--- src/rtl/sseg_signed_scan_if.sv ---
// sseg_signed_scan_if: bundles the load/convert handshake and the display
// outputs of sseg_signed_scan. The driver side (master) presents a magnitude
// and sign with a one-cycle load strobe. The display driver (slave) reports
// busy, overflow, segments and anodes.
//
// Handshake: load is honoured on a rising clock edge only while busy=0. At
// that edge value_in/neg_in are captured. busy is high from that edge until
// the edge that commits the result, and loads seen while busy=1 are dropped.
// dbg_state mirrors the conversion FSM state for observation.
`timescale 1ns/1ps
interface sseg_signed_scan_if #(
  parameter int WIDTH  = 9,
  parameter int DIGITS = 3
);
  logic [WIDTH-1:0] value_in;
  logic             neg_in;
  logic             load;
  logic             busy;
  logic             ovf;
  logic [6:0]       SSeg;
  logic [DIGITS:0]  an;
  logic [1:0]       dbg_state;

  modport master (
    output value_in, neg_in, load,
    input  busy, ovf, SSeg, an, dbg_state
  );

  modport slave (
    input  value_in, neg_in, load,
    output busy, ovf, SSeg, an, dbg_state
  );
endinterface

--- src/rtl/sseg_signed_scan.sv ---
// sseg_signed_scan: signed-magnitude 7-segment driver. A sequential
// double-dabble engine converts the loaded magnitude to BCD. Results are
// committed to display registers in a single cycle, and the display is
// time-multiplexed over DIGITS magnitude digits plus one sign digit
// (common anode, active-low segments and anodes).
// Optional build macro: SSEG_LZ_BLANK_EN blanks leading zero digits.
`timescale 1ns/1ps
module sseg_signed_scan #(
  parameter int WIDTH    = 9,
  parameter int DIGITS   = 3,
  parameter int SCAN_DIV = 50000
) (
  input  logic               clk,
  input  logic               rst,
  sseg_signed_scan_if.slave  bus
);
  localparam int BW = 4 * DIGITS;
  localparam int CW = $clog2(WIDTH + 1);
  localparam int PW = $clog2(SCAN_DIV);
  localparam int IW = $clog2(DIGITS + 1);

  localparam logic [1:0] S_IDLE   = 2'd0;
  localparam logic [1:0] S_SHIFT  = 2'd1;
  localparam logic [1:0] S_COMMIT = 2'd2;

  localparam logic [6:0] SEG_DASH  = 7'b0111111;
  localparam logic [6:0] SEG_BLANK = 7'b1111111;

  logic [1:0]        state_q, state_d;
  logic [WIDTH-1:0]  sh_q, sh_d;
  logic [BW-1:0]     bcd_q, bcd_d;
  logic              wovf_q, wovf_d;
  logic              wsign_q, wsign_d;
  logic [CW-1:0]     cnt_q, cnt_d;
  logic [BW-1:0]     disp_q, disp_d;
  logic              dovf_q, dovf_d;
  logic              dsign_q, dsign_d;
  logic [PW-1:0]     pre_q, pre_d;
  logic [IW-1:0]     idx_q, idx_d;

  logic [BW-1:0]     adj;
  logic [DIGITS-1:0] lz;
  logic              hz;
  logic [DIGITS:0]   one_hot;
  logic [6:0]        seg;

  function automatic logic [6:0] dec7(input logic [3:0] d);
    case (d)
      4'd0:    dec7 = 7'b1000000;
      4'd1:    dec7 = 7'b1111001;
      4'd2:    dec7 = 7'b0100100;
      4'd3:    dec7 = 7'b0110000;
      4'd4:    dec7 = 7'b0011001;
      4'd5:    dec7 = 7'b0010010;
      4'd6:    dec7 = 7'b0000010;
      4'd7:    dec7 = 7'b1111000;
      4'd8:    dec7 = 7'b0000000;
      4'd9:    dec7 = 7'b0010000;
      default: dec7 = SEG_BLANK;
    endcase
  endfunction

  // add-3 correction of every BCD nibble that is 5 or more before the shift
  always_comb begin
    adj = bcd_q;
    for (int k = 0; k < DIGITS; k++) begin
      if (bcd_q[4*k +: 4] >= 4'd5) adj[4*k +: 4] = bcd_q[4*k +: 4] + 4'd3;
    end
  end

  // conversion FSM: capture, WIDTH shift steps, then one-cycle commit
  always_comb begin
    state_d = state_q;
    sh_d    = sh_q;
    bcd_d   = bcd_q;
    wovf_d  = wovf_q;
    wsign_d = wsign_q;
    cnt_d   = cnt_q;
    disp_d  = disp_q;
    dovf_d  = dovf_q;
    dsign_d = dsign_q;
    case (state_q)
      S_IDLE: begin
        if (bus.load) begin
          sh_d    = bus.value_in;
          // a zero magnitude never displays as negative
          wsign_d = bus.neg_in & (|bus.value_in);
          bcd_d   = '0;
          wovf_d  = 1'b0;
          cnt_d   = '0;
          state_d = S_SHIFT;
        end
      end
      S_SHIFT: begin
        bcd_d = {adj[BW-2:0], sh_q[WIDTH-1]};
        sh_d  = {sh_q[WIDTH-2:0], 1'b0};
        // a bit leaving the top nibble means the value needs another digit
        if (adj[BW-1]) wovf_d = 1'b1;
        cnt_d = cnt_q + 1'b1;
        if (cnt_q == CW'(WIDTH - 1)) state_d = S_COMMIT;
      end
      S_COMMIT: begin
        disp_d  = bcd_q;
        dovf_d  = wovf_q;
        dsign_d = wsign_q;
        state_d = S_IDLE;
      end
      default: state_d = S_IDLE;
    endcase
  end

  // scan prescaler and digit index, free-running regardless of conversions
  always_comb begin
    pre_d = pre_q + 1'b1;
    idx_d = idx_q;
    if (pre_q == PW'(SCAN_DIV - 1)) begin
      pre_d = '0;
      idx_d = (idx_q == IW'(DIGITS)) ? '0 : idx_q + 1'b1;
    end
  end

  // register update with synchronous reset
  always_ff @(posedge clk) begin
    if (rst) begin
      state_q <= S_IDLE;
      sh_q    <= '0;
      bcd_q   <= '0;
      wovf_q  <= 1'b0;
      wsign_q <= 1'b0;
      cnt_q   <= '0;
      disp_q  <= '0;
      dovf_q  <= 1'b0;
      dsign_q <= 1'b0;
      pre_q   <= '0;
      idx_q   <= '0;
    end else begin
      state_q <= state_d;
      sh_q    <= sh_d;
      bcd_q   <= bcd_d;
      wovf_q  <= wovf_d;
      wsign_q <= wsign_d;
      cnt_q   <= cnt_d;
      disp_q  <= disp_d;
      dovf_q  <= dovf_d;
      dsign_q <= dsign_d;
      pre_q   <= pre_d;
      idx_q   <= idx_d;
    end
  end

  // leading-zero mask: digit k blanks when it and all higher digits are 0
  always_comb begin
    lz = '0;
    hz = 1'b1;
`ifdef SSEG_LZ_BLANK_EN
    for (int k = DIGITS - 1; k >= 1; k--) begin
      hz    = hz & (disp_q[4*k +: 4] == 4'd0);
      lz[k] = hz;
    end
`endif
  end

  // segment select for the currently lit position
  always_comb begin
    seg = SEG_BLANK;
    if (idx_q == IW'(DIGITS)) begin
      seg = dsign_q ? SEG_DASH : SEG_BLANK;
    end else begin
      for (int k = 0; k < DIGITS; k++) begin
        if (idx_q == IW'(k)) begin
          if (dovf_q)     seg = SEG_DASH;
          else if (lz[k]) seg = SEG_BLANK;
          else            seg = dec7(disp_q[4*k +: 4]);
        end
      end
    end
  end

  // active-low one-hot anode drive
  always_comb begin
    one_hot        = '0;
    one_hot[idx_q] = 1'b1;
  end

  assign bus.an        = ~one_hot;
  assign bus.SSeg      = seg;
  assign bus.busy      = (state_q != S_IDLE);
  assign bus.ovf       = dovf_q;
  assign bus.dbg_state = state_q;
endmodule

--- src/flat_wrapper.sv ---
// flat-port wrapper written by rule: the top's interface ports become plain ports
module sseg_signed_scan_flat 
#(
  parameter int WIDTH    = 9,
  parameter int DIGITS   = 3,
  parameter int SCAN_DIV = 50000
)
  (clk, rst, bus_value_in, bus_neg_in, bus_load, bus_busy, bus_ovf, bus_SSeg, bus_an, bus_dbg_state);
  sseg_signed_scan_if #(.WIDTH(WIDTH), .DIGITS(DIGITS)) bus_i ();
  input  logic clk;
  input  logic rst;
  input wire logic [$bits(bus_i.value_in)-1:0] bus_value_in;
  input wire logic [$bits(bus_i.neg_in)-1:0] bus_neg_in;
  input wire logic [$bits(bus_i.load)-1:0] bus_load;
  output wire logic [$bits(bus_i.busy)-1:0] bus_busy;
  output wire logic [$bits(bus_i.ovf)-1:0] bus_ovf;
  output wire logic [$bits(bus_i.SSeg)-1:0] bus_SSeg;
  output wire logic [$bits(bus_i.an)-1:0] bus_an;
  output wire logic [$bits(bus_i.dbg_state)-1:0] bus_dbg_state;
  assign bus_i.value_in = bus_value_in;
  assign bus_i.neg_in = bus_neg_in;
  assign bus_i.load = bus_load;
  assign bus_busy = bus_i.busy;
  assign bus_ovf = bus_i.ovf;
  assign bus_SSeg = bus_i.SSeg;
  assign bus_an = bus_i.an;
  assign bus_dbg_state = bus_i.dbg_state;
  sseg_signed_scan #(.WIDTH(WIDTH), .DIGITS(DIGITS), .SCAN_DIV(SCAN_DIV)) u_core (.clk(clk), .rst(rst), .bus(bus_i));
endmodule
--- config.mk ---
export PLATFORM = sky130hd
export DESIGN_NAME = sseg_signed_scan_flat
export DESIGN_NICKNAME = d
export VERILOG_FILES = /design/src/rtl/sseg_signed_scan_if.sv /design/src/rtl/sseg_signed_scan.sv /design/src/flat_wrapper.sv
export SDC_FILE = /design/constraint.sdc
export NUM_CORES = 1
export LEC_CHECK = 0
export CORE_MARGIN = 2
export CORE_UTILIZATION = 50
export CTS_BUF_LIST = sky130_fd_sc_hd__clkbuf_16
export CTS_CLUSTER_DIAMETER = 80
export DETAILED_ROUTE_END_ITERATION = 8
export GPL_TIMING_DRIVEN = 0
export HOLD_SLACK_MARGIN = 0.03
export MAX_ROUTING_LAYER = met4
export PLACE_DENSITY = 0.7
export SLEW_MARGIN = 5
export SYNTH_ARGS = -nofsm -noshare
export SYNTH_HDL_FRONTEND = slang
export SYNTH_SLANG_ARGS = --single-unit
--- constraint.sdc ---
create_clock -name clk -period 1.79 [get_ports clk]
set_input_delay 0.179 -clock clk [delete_from_list [all_inputs] [get_ports clk]]
set_output_delay 0.179 -clock clk [all_outputs]
set_load 0.02 [all_outputs]
# Word-level counts from Yosys, hierarchy flattened
# Memory sizes are Yosys's and may differ from the RTL's. A register that Yosys moved wholly into a read port is not among the register bits.
# Cells that the tools add are included.
# classes
bitwise	2
eq_ne	10
n_reduce_logical	11
n_mux	32
add_sub_neg	6
n_lt_le_gt_ge	5
# ops
cell	n
2-to-1 mux 7 bit	8
2-to-1 mux 4 bit	10
case mux 12 bit (2 select lines)	1
case mux 9 bit (2 select lines)	1
adder 16 x 1 -> 16 bit (second input constant)	1
== test 16 bit (second input constant)	1
adder 4 x 2 -> 4 bit (second input constant)	3
greater-or-equal comparator 4 x 3 -> 1 bit (second input constant)	3
2-to-1 mux 12 bit	1
2-to-1 mux 9 bit	1
OR reduction 9 bit	1
case mux 4 bit (2 select lines)	1
== test 2 bit (second input constant)	3
2-to-1 mux 2 bit	3
AND reduction 2 bit	3
adder 4 x 1 -> 4 bit (second input constant)	1
== test 2 x 1 -> 1 bit (second input constant)	2
== test 4 bit (second input constant)	1
logical NOT 2 bit	2
!= test 2 x 1 -> 1 bit (second input constant)	2
NOT 4 bit	1
case mux 2 bit (2 select lines)	1
nonzero test 2 bit	2
less-than comparator 2 x 3 -> 1 bit (second input constant)	1
10 further kinds	12
# totals
elab_cells	80
rom_bits	336
output_inout_bits	15
n_memories	3
input_bits	13
register_bits	61
# memory_table
name	depth	width	read_ports	rd_ports_with_merged_regs	wr	line	rtl
(name not given)	16	7	1	1	0	sseg_signed_scan.sv:48	case (d)
(name not given)	16	7	1	1	0	sseg_signed_scan.sv:48	
(name not given)	16	7	1	1	0	sseg_signed_scan.sv:48	

# Longest topological paths before layout
# Gate-level depths: netlist of run 1.
# depth
ltp_word	5
depth_mapped	9
depth_no_buf	7

# Worst setup path before layout of run 1
# Ideal clock, no wire load.
# synth_path
path_type	register to register
startpoint	register u_core.state_q[0], in the netlist u_core.bus.dbg_state[0]
endpoint	register (tool-made name)
synth_period_minus_slack_ns	1.907
slack_ns	-0.117
required_time_ns	1.669
t_arrival_ns	1.785
setup_ns	0.121
path_buffers	1
stages_incl_launch_ff	8
cell_sequence	dfxtp_1 -> buf_2 -> and4bb_2 -> a31o_2 -> inv_1 -> ha_1 -> nand2_1 -> mux2_4
# synth_rtl
item	line	rtl
start, declared	sseg_signed_scan.sv:29	logic [1:0] state_q, state_d;
start signal, assigned	sseg_signed_scan.sv:137	state_q <= state_d;

# Worst setup path in the final report of run 1
# layout_path
startpoint	register u_core.idx_q[1]
endpoint	output port bus_SSeg[6]
# layout_between
elab_chain_len	5
word_cells_on_any_way	8
classes_between	eq/ne: 3; mux: 4; reduce/logical: 1
# layout_rtl
item	line	rtl
start, declared	sseg_signed_scan.sv:39	logic [IW-1:0] idx_q, idx_d;
start signal, assigned	sseg_signed_scan.sv:147	idx_q <= idx_d;
logical NOT 2 bit	sseg_signed_scan.sv:170	if (idx_q == IW'(k)) begin
2-to-1 mux 7 bit (3 in series)	sseg_signed_scan.sv:170	
2-to-1 mux 7 bit (*)	sseg_signed_scan.sv:166	if (idx_q == IW'(DIGITS)) begin
end, declared	flat_wrapper.sv:17	output wire logic [$bits(bus_i.SSeg)-1:0] bus_SSeg;
# Every way passes the cells marked *; elsewhere a longest branch is shown, timed or not.

==> metrics.cfg, run 1 <==
[outcome]
outcome = finished, violations left
violations = setup timing

[sta]
fin_crit_sh = 1.074
min_period_ns = 1.923
worst_pin_slew_ns = 0.6704
setup_violations = 5
grt_setup_unrepaired = true
relSlewSlack = 0.5514
clock.fmax_mhz = 520.1
report.final.slew_viol_count = 0
skew_ns = 0.007348
setup_ws_ns = -0.1328
finalHoldViolCount = 0
tns_ns = -0.2507
whs_ns = 0.4405

[synth]
synth_warnings = 0
netlist_area_um2 = 4113
ys_seq_area_frac = 0.3991
synth-seq-cells = 82
syn_nets = 489
ys_types = 49
syn_inst = 448
syn_area_per_cell_um2 = 9.180

[global_route]
use_met2 = 0.3652
track_usage = 0.2241
grt_pass1_wl_um = 15330
grt_pass1_vias = 3197
grt_max_degree = 15
grt_util_met3 = 0.04629
grt_use_met1 = 0.2829
overflow = 0
grt_antenna_before_repair = 0
grt-busiest-layer = met2

[floorplan]
core-area_um2 = 8093
rows = 33
die_w_um = 94.70
dieArea_um2 = 8967
die_y_um = 94.70
io_pins = 28
initial_utilization = 0.5082

[placement]
post-place-cells = 580
globalplace.congestion = 0.8305
io_buffers = 27
hpwl_um = 6269
placed_cell_area_um2 = 4538

[clock_tree]
root_buffer = clkbuf_16
clk_pin_slew_worst_paths_ns = 0.06
h-tree-depth = 3
cts_tree = built
cts_hold_buf = 0
clock_path_buffers = 2
clock_latency_ns = 0.33
clkSinkCount = 82
cts_buffers = 9

[final_layout]
seq_area_um2 = 1654
drive_gt1_frac = 0.2475
stdcell_area_um2 = 5250
finish.utilization = 0.6487
synthToLayoutAreaGrowth_pct = 27.65
diodes = 0
fillers = 666
layout.cells.non_filler = 610
fin_nets = 541
multi_input_area_um2 = 2495

[setup_path]
max_stage_delay_ns = 0.33
critPathKind = reg2out
path_max_fanout = 3
slowest_stage = dfxtp_2
start_kind = flop
cp_data_required_time_ns = 1.61
crit_chain = inv_2, ha_4, mux2i_2, o22ai_1, a221oi_1, a21oi_1, buf_2
arrival_ns = 1.74
endpoint_kind = output port

[drt]
drc = 0
antenna_left = 0
wl_per_cell_um = 16.15
vias = 3382
totalWireLength_um = 9850
vias_per_cell = 5.544
drtIter0Drc = 150
drt-pass1-iter-count = 4

[power]
switching_share = 0.2325
ir_drop_mv = 0.4638
powerDensity_nw_per_um2 = 748.7
internal_power_mw = 3.017
pwr-share-clk = 0.466
power_switching_mw = 0.9137
comb_power_share = 0.057
p_seq_frac = 0.477
power.leakage_nw = 2.116

[hold_path]
hp-class = in2reg

[job]
max-cap-violations = 0

-- power by group through the flow --
stage / clock, mW / sequential, mW / combinational (mW)
floorplan: 0 / 1.91 / 0.125
global placement: 0 / 1.92 / 0.203
detailed placement: 0 / 1.92 / 0.207
CTS: 1.85 / 1.87 / 0.211
global route: 1.95 / 1.88 / 0.248
finish: 1.83 / 1.87 / 0.224
-- critical path, delay by kind of cell, from the launching register on --
family	cells	cell delay, ns
adders and majority gates	1	0.16
AOI/OAI and AO/OA	3	0.45
muxes	1	0.23
DFF	1	0.33
buffers and inverters	2	0.24
-- layout by cell type, fill, tap and decap left out, types with 6 or more instances in the layout --
cell type / instances
buf_4: 23
inv_2: 7
o211ai_1: 6
inv_1: 25
ha_1: 16
a21oi_1: 40
dlygate4sd2_1: 6
a22oi_1: 7
buf_2: 9
clkbuf_16: 9
nor2_1: 33
nand2_1: 31
xnor2_1: 15
nand3_1: 15
a22o_1: 8
dfxtp_1: 78
nor3_1: 11
mux2i_1: 21
clkdlybuf4s50_1: 14
ha_4: 7
a31oi_4: 6
o21ai_0: 7
-- through the flow --
stage,power [mW],setup WS (ns)
after global routing,4.070,-0.2199
final,3.931,-0.1328
after global placement,2.118,-0.6380
after CTS,3.937,-0.1357
after floorplan,2.038,0.009350
after detailed placement,2.123,-0.6716
-- worst paths after layout --
kind,startpoint,endpoint,slack [ns],cells after the start
max,u_core.idx_q[1],bus_SSeg[6],-0.13,7
max reg2reg,u_core.bus.dbg_state[0],flop,-0.05,7
min,bus_value_in[0],u_core.sh_q[0],0.44,3
min reg2reg,u_core.sh_q[7],u_core.sh_q[7],0.45,2
-- final cells by class --
class                      count  share of cell area
tap                          105             0.02502
buffer                        19             0.02669
sequential                    82              0.3151
timing repair buffer          44             0.07316
multi-input combinational    308              0.4752
inverter                      36             0.02860
clock buffer                   9             0.04290
clock inverter                 7             0.01335
-- layer usage --
layer | vias up | part of all wire
met4 | 0 | 0.0076
li1 | 1671 | -
met5 | - | 0
met3 | 6 | 0.040
met1 | 1634 | 0.44
met2 | 71 | 0.51
-- cell usage after synthesis (all sizes together) --
cell type | count | share of area
dfxtp | 82 | 0.40
a21oi | 40 | 0.049
nor2 | 37 | 0.034
inv | 36 | 0.033
nand2 | 32 | 0.029
ha | 28 | 0.085
mux2i | 23 | 0.056
nand3 | 15 | 0.018
xnor2 | 15 | 0.032
buf | 13 | 0.020
nor3 | 12 | 0.016
clkbuf | 9 | 0.0082
a22o | 8 | 0.017
nor4 | 8 | 0.023
a22oi | 7 | 0.013
o21ai | 7 | 0.0085
a31o | 6 | 0.015
a31oi | 6 | 0.016
nor4bb | 6 | 0.015
o211ai | 6 | 0.011
o2bb2ai | 6 | 0.013
and4bb | 5 | 0.015
nand2b | 5 | 0.0076
nand4 | 5 | 0.0076
or2 | 5 | 0.0076
xor2 | 5 | 0.011
mux2 | 4 | 0.013
o22ai | 4 | 0.0061
or3 | 4 | 0.0061
and2b | 2 | 0.0040
and3 | 2 | 0.0030
a221oi | 1 | 0.0021
nand3b | 1 | 0.0018
nor3b | 1 | 0.0018
nor4b | 1 | 0.0021
or3b | 1 | 0.0021
-- cells by family after synthesis --
| logic type | count (synthesis) | synth area share |
|---|---|---|
| multiplexers | 27 | 0.06876 |
| adder cells (fa/ha/maj) | 28 | 0.08519 |
| XOR/XNOR | 20 | 0.04259 |
| AND/OR/NAND/NOR | 142 | 0.1938 |
| buffers and inverters | 58 | 0.06084 |
| AO/OA/AOI/OAI | 91 | 0.1497 |
| flip-flops | 82 | 0.3991 |
-- repair_timing --
item,CTS,global route
setup buffers,2,15
endpoints found under the setup margin,45,45
pin swaps,6,13
gates resized for setup,71,47
(Power assumes the default switching activity.)
==> run 2, diff against run 1 <==
PLACE_DENSITY = 0.74   (was 0.7)
==> metrics.cfg, run 2 (synthesis results as in run 1) <==
[power]
switching_share = 0.2298  ; -0.002608
comb_power_share = 0.058  ; about the same
p_total_mw = 4.134  ; +5.2%
power.leakage_nw = 2.146  ; +1.5%
powerDensity_nw_per_um2 = 781.6  ; +4.4%
power_switching_mw = 0.9501  ; +4.0%
internal_power_mw = 3.184  ; +5.5%
p_seq_frac = 0.453  ; -0.024
ir_drop_mv = 0.4366  ; -5.9%
pwr-share-clk = 0.489  ; +0.023

[clock_tree]
cts_hold_buf = 0  ; unchanged
root_buffer = clkbuf_16
clkSinkCount = 82  ; unchanged
h-tree-depth = 3  ; unchanged
clock_path_buffers = 2  ; unchanged
cts_tree = built
clock_latency_ns = 0.34  ; about the same
cts_buffers = 9  ; unchanged
clk_pin_slew_worst_paths_ns = 0.06  ; about the same

[sta]
whs_ns = 0.4192  ; -0.02129 ns
grt_setup_unrepaired = true
report.final.slew_viol_count = 0  ; unchanged
fin_crit_sh = 1.122  ; +0.04785
setup_violations = 7  ; +2
tns_ns = -0.6931  ; -0.4424 ns
finalHoldViolCount = 0  ; unchanged
clock.fmax_mhz = 497.9  ; -4.3%
relSlewSlack = 0.5890  ; +0.03758
skew_ns = 0.004308  ; -0.003040 ns
setup_ws_ns = -0.2185  ; -0.08566 ns
min_period_ns = 2.008  ; +0.08566 ns
worst_pin_slew_ns = 0.6142  ; -0.05617 ns

[placement]
io_buffers = 27  ; unchanged
post-place-cells = 580  ; unchanged
placed_cell_area_um2 = 4538  ; unchanged
globalplace.congestion = 0.8674  ; +4.4%
hpwl_um = 6051  ; -3.5%

[setup_path]
arrival_ns = 1.83  ; +0.09 ns
cp_data_required_time_ns = 1.61  ; about the same
path_max_fanout = 3  ; unchanged
start_kind = flop
critPathKind = reg2out
endpoint_kind = output port

[floorplan]
core-area_um2 = 8093  ; unchanged
initial_utilization = 0.5082  ; unchanged
die_w_um = 94.70  ; unchanged
die_y_um = 94.70  ; unchanged
io_pins = 28  ; unchanged
dieArea_um2 = 8967  ; unchanged
rows = 33  ; unchanged

[global_route]
overflow = 0  ; unchanged
track_usage = 0.2217  ; -0.002362
grt_pass1_vias = 3241  ; +1.4%
grt_pass1_wl_um = 14870  ; -3.0%
grt_antenna_before_repair = 0  ; unchanged
grt_max_degree = 16  ; +1

[final_layout]
layout.cells.non_filler = 611  ; +0.16%
stdcell_area_um2 = 5289  ; +0.74%
drive_gt1_frac = 0.2589  ; +0.01137
fin_nets = 542  ; +0.18%
diodes = 0  ; unchanged
fillers = 659  ; -1.1%
layout_common_cells = dfxtp_1 (78), a21oi_1 (40), nand2_1 (31), nor2_1 (30), inv_1 (24)
synthToLayoutAreaGrowth_pct = 28.60
mostFrequentLayoutCell = dfxtp_1

[hold_path]
hp-class = in2reg

[job]
max-cap-violations = 0  ; unchanged

[drt]
drtIter0Drc = 164  ; +9.3%
drt-pass1-iter-count = 5  ; +1
vias = 3360  ; -0.65%
wl_per_cell_um = 15.62  ; -3.2%
drc = 0  ; unchanged
antenna_left = 0  ; unchanged
vias_per_cell = 5.499  ; -0.81%
totalWireLength_um = 9546  ; -3.1%

[outcome]
violations = setup timing
outcome = finished, violations left

-- run 2: changes by cell type in the layout (fill, tap and decap cells not counted), moves of 2 or more --
cell       before  now
nor2_1         33   30
o2bb2ai_1       5    3
o2bb2ai_2       1    3
ha_1           16   19
buf_6           2    4
nor4bb_2        0    2
nor2_4          2    4
ha_4            7    3
-- run 2: area by class of cell --
class	instances	area [um^2]	share of cell area
timing repair buffer	45	394.1	0.07452
clock buffer	9	225.2	0.04258
multi-input combinational	308	2487	0.4703
tap	105	131.4	0.02484
inverter	36	155.1	0.02934
clock inverter	7	101.3	0.01916
buffer	19	140.1	0.02650
sequential	82	1654	0.3128
-- run 2: stage by stage --
step	util	setup slack, ns
2_1_floorplan	-	0.009350
3_3_place_gp	0.5608	-0.5904
3_5_place_dp	0.5608	-0.6228
4_1_cts	0.6173	-0.1420
5_1_grt	0.6535	-0.2911
6_report	0.6535	-0.2185
-- run 2: timing repair --
action	4_1_cts	5_1_grt
gates resized for setup	75	50
pin swaps	2	18
setup endpoints to repair	36	45
setup buffers	4	14
-- run 2: worst paths after layout --
check | to | slack [ns] | depth (start not counted) | startpoint
max | bus_SSeg[6] | -0.22 | 7 | u_core.idx_q[1]
min | u_core.sh_q[0] | 0.42 | 3 | bus_value_in[0]
max reg2reg | flop | 0 | 7 | u_core.bus.dbg_state[0]
min reg2reg | u_core.sh_q[7] | 0.45 | 2 | u_core.sh_q[7]
-- run 2: power groups by stage --
stage | Combinational [mW] | Clock, mW | Sequential [mW]
after floorplan | 0.125 | 0 | 1.91
after global placement | 0.202 | 0 | 1.92
after detailed placement | 0.207 | 0 | 1.92
after CTS | 0.224 | 2.05 | 1.87
after global routing | 0.263 | 2.12 | 1.88
final | 0.240 | 2.02 | 1.87
-- run 2: critical path, stage by stage (launching register included) --
cell,delay [ns]
dfxtp_2,0.33
inv_2,0.08
ha_4,0.16
mux2i_2,0.25
o22ai_1,0.11
a221oi_1,0.32
a21oi_1,0.07
buf_2,0.17
-- run 2: metal layers --
layer	vias up	track usage	routed length (um)
met2	29	0.3747	4892
met5	-	-	0
li1	1679	-	-
met3	15	0.03352	236
met4	0	0.09541	150
met1	1637	0.2623	4266
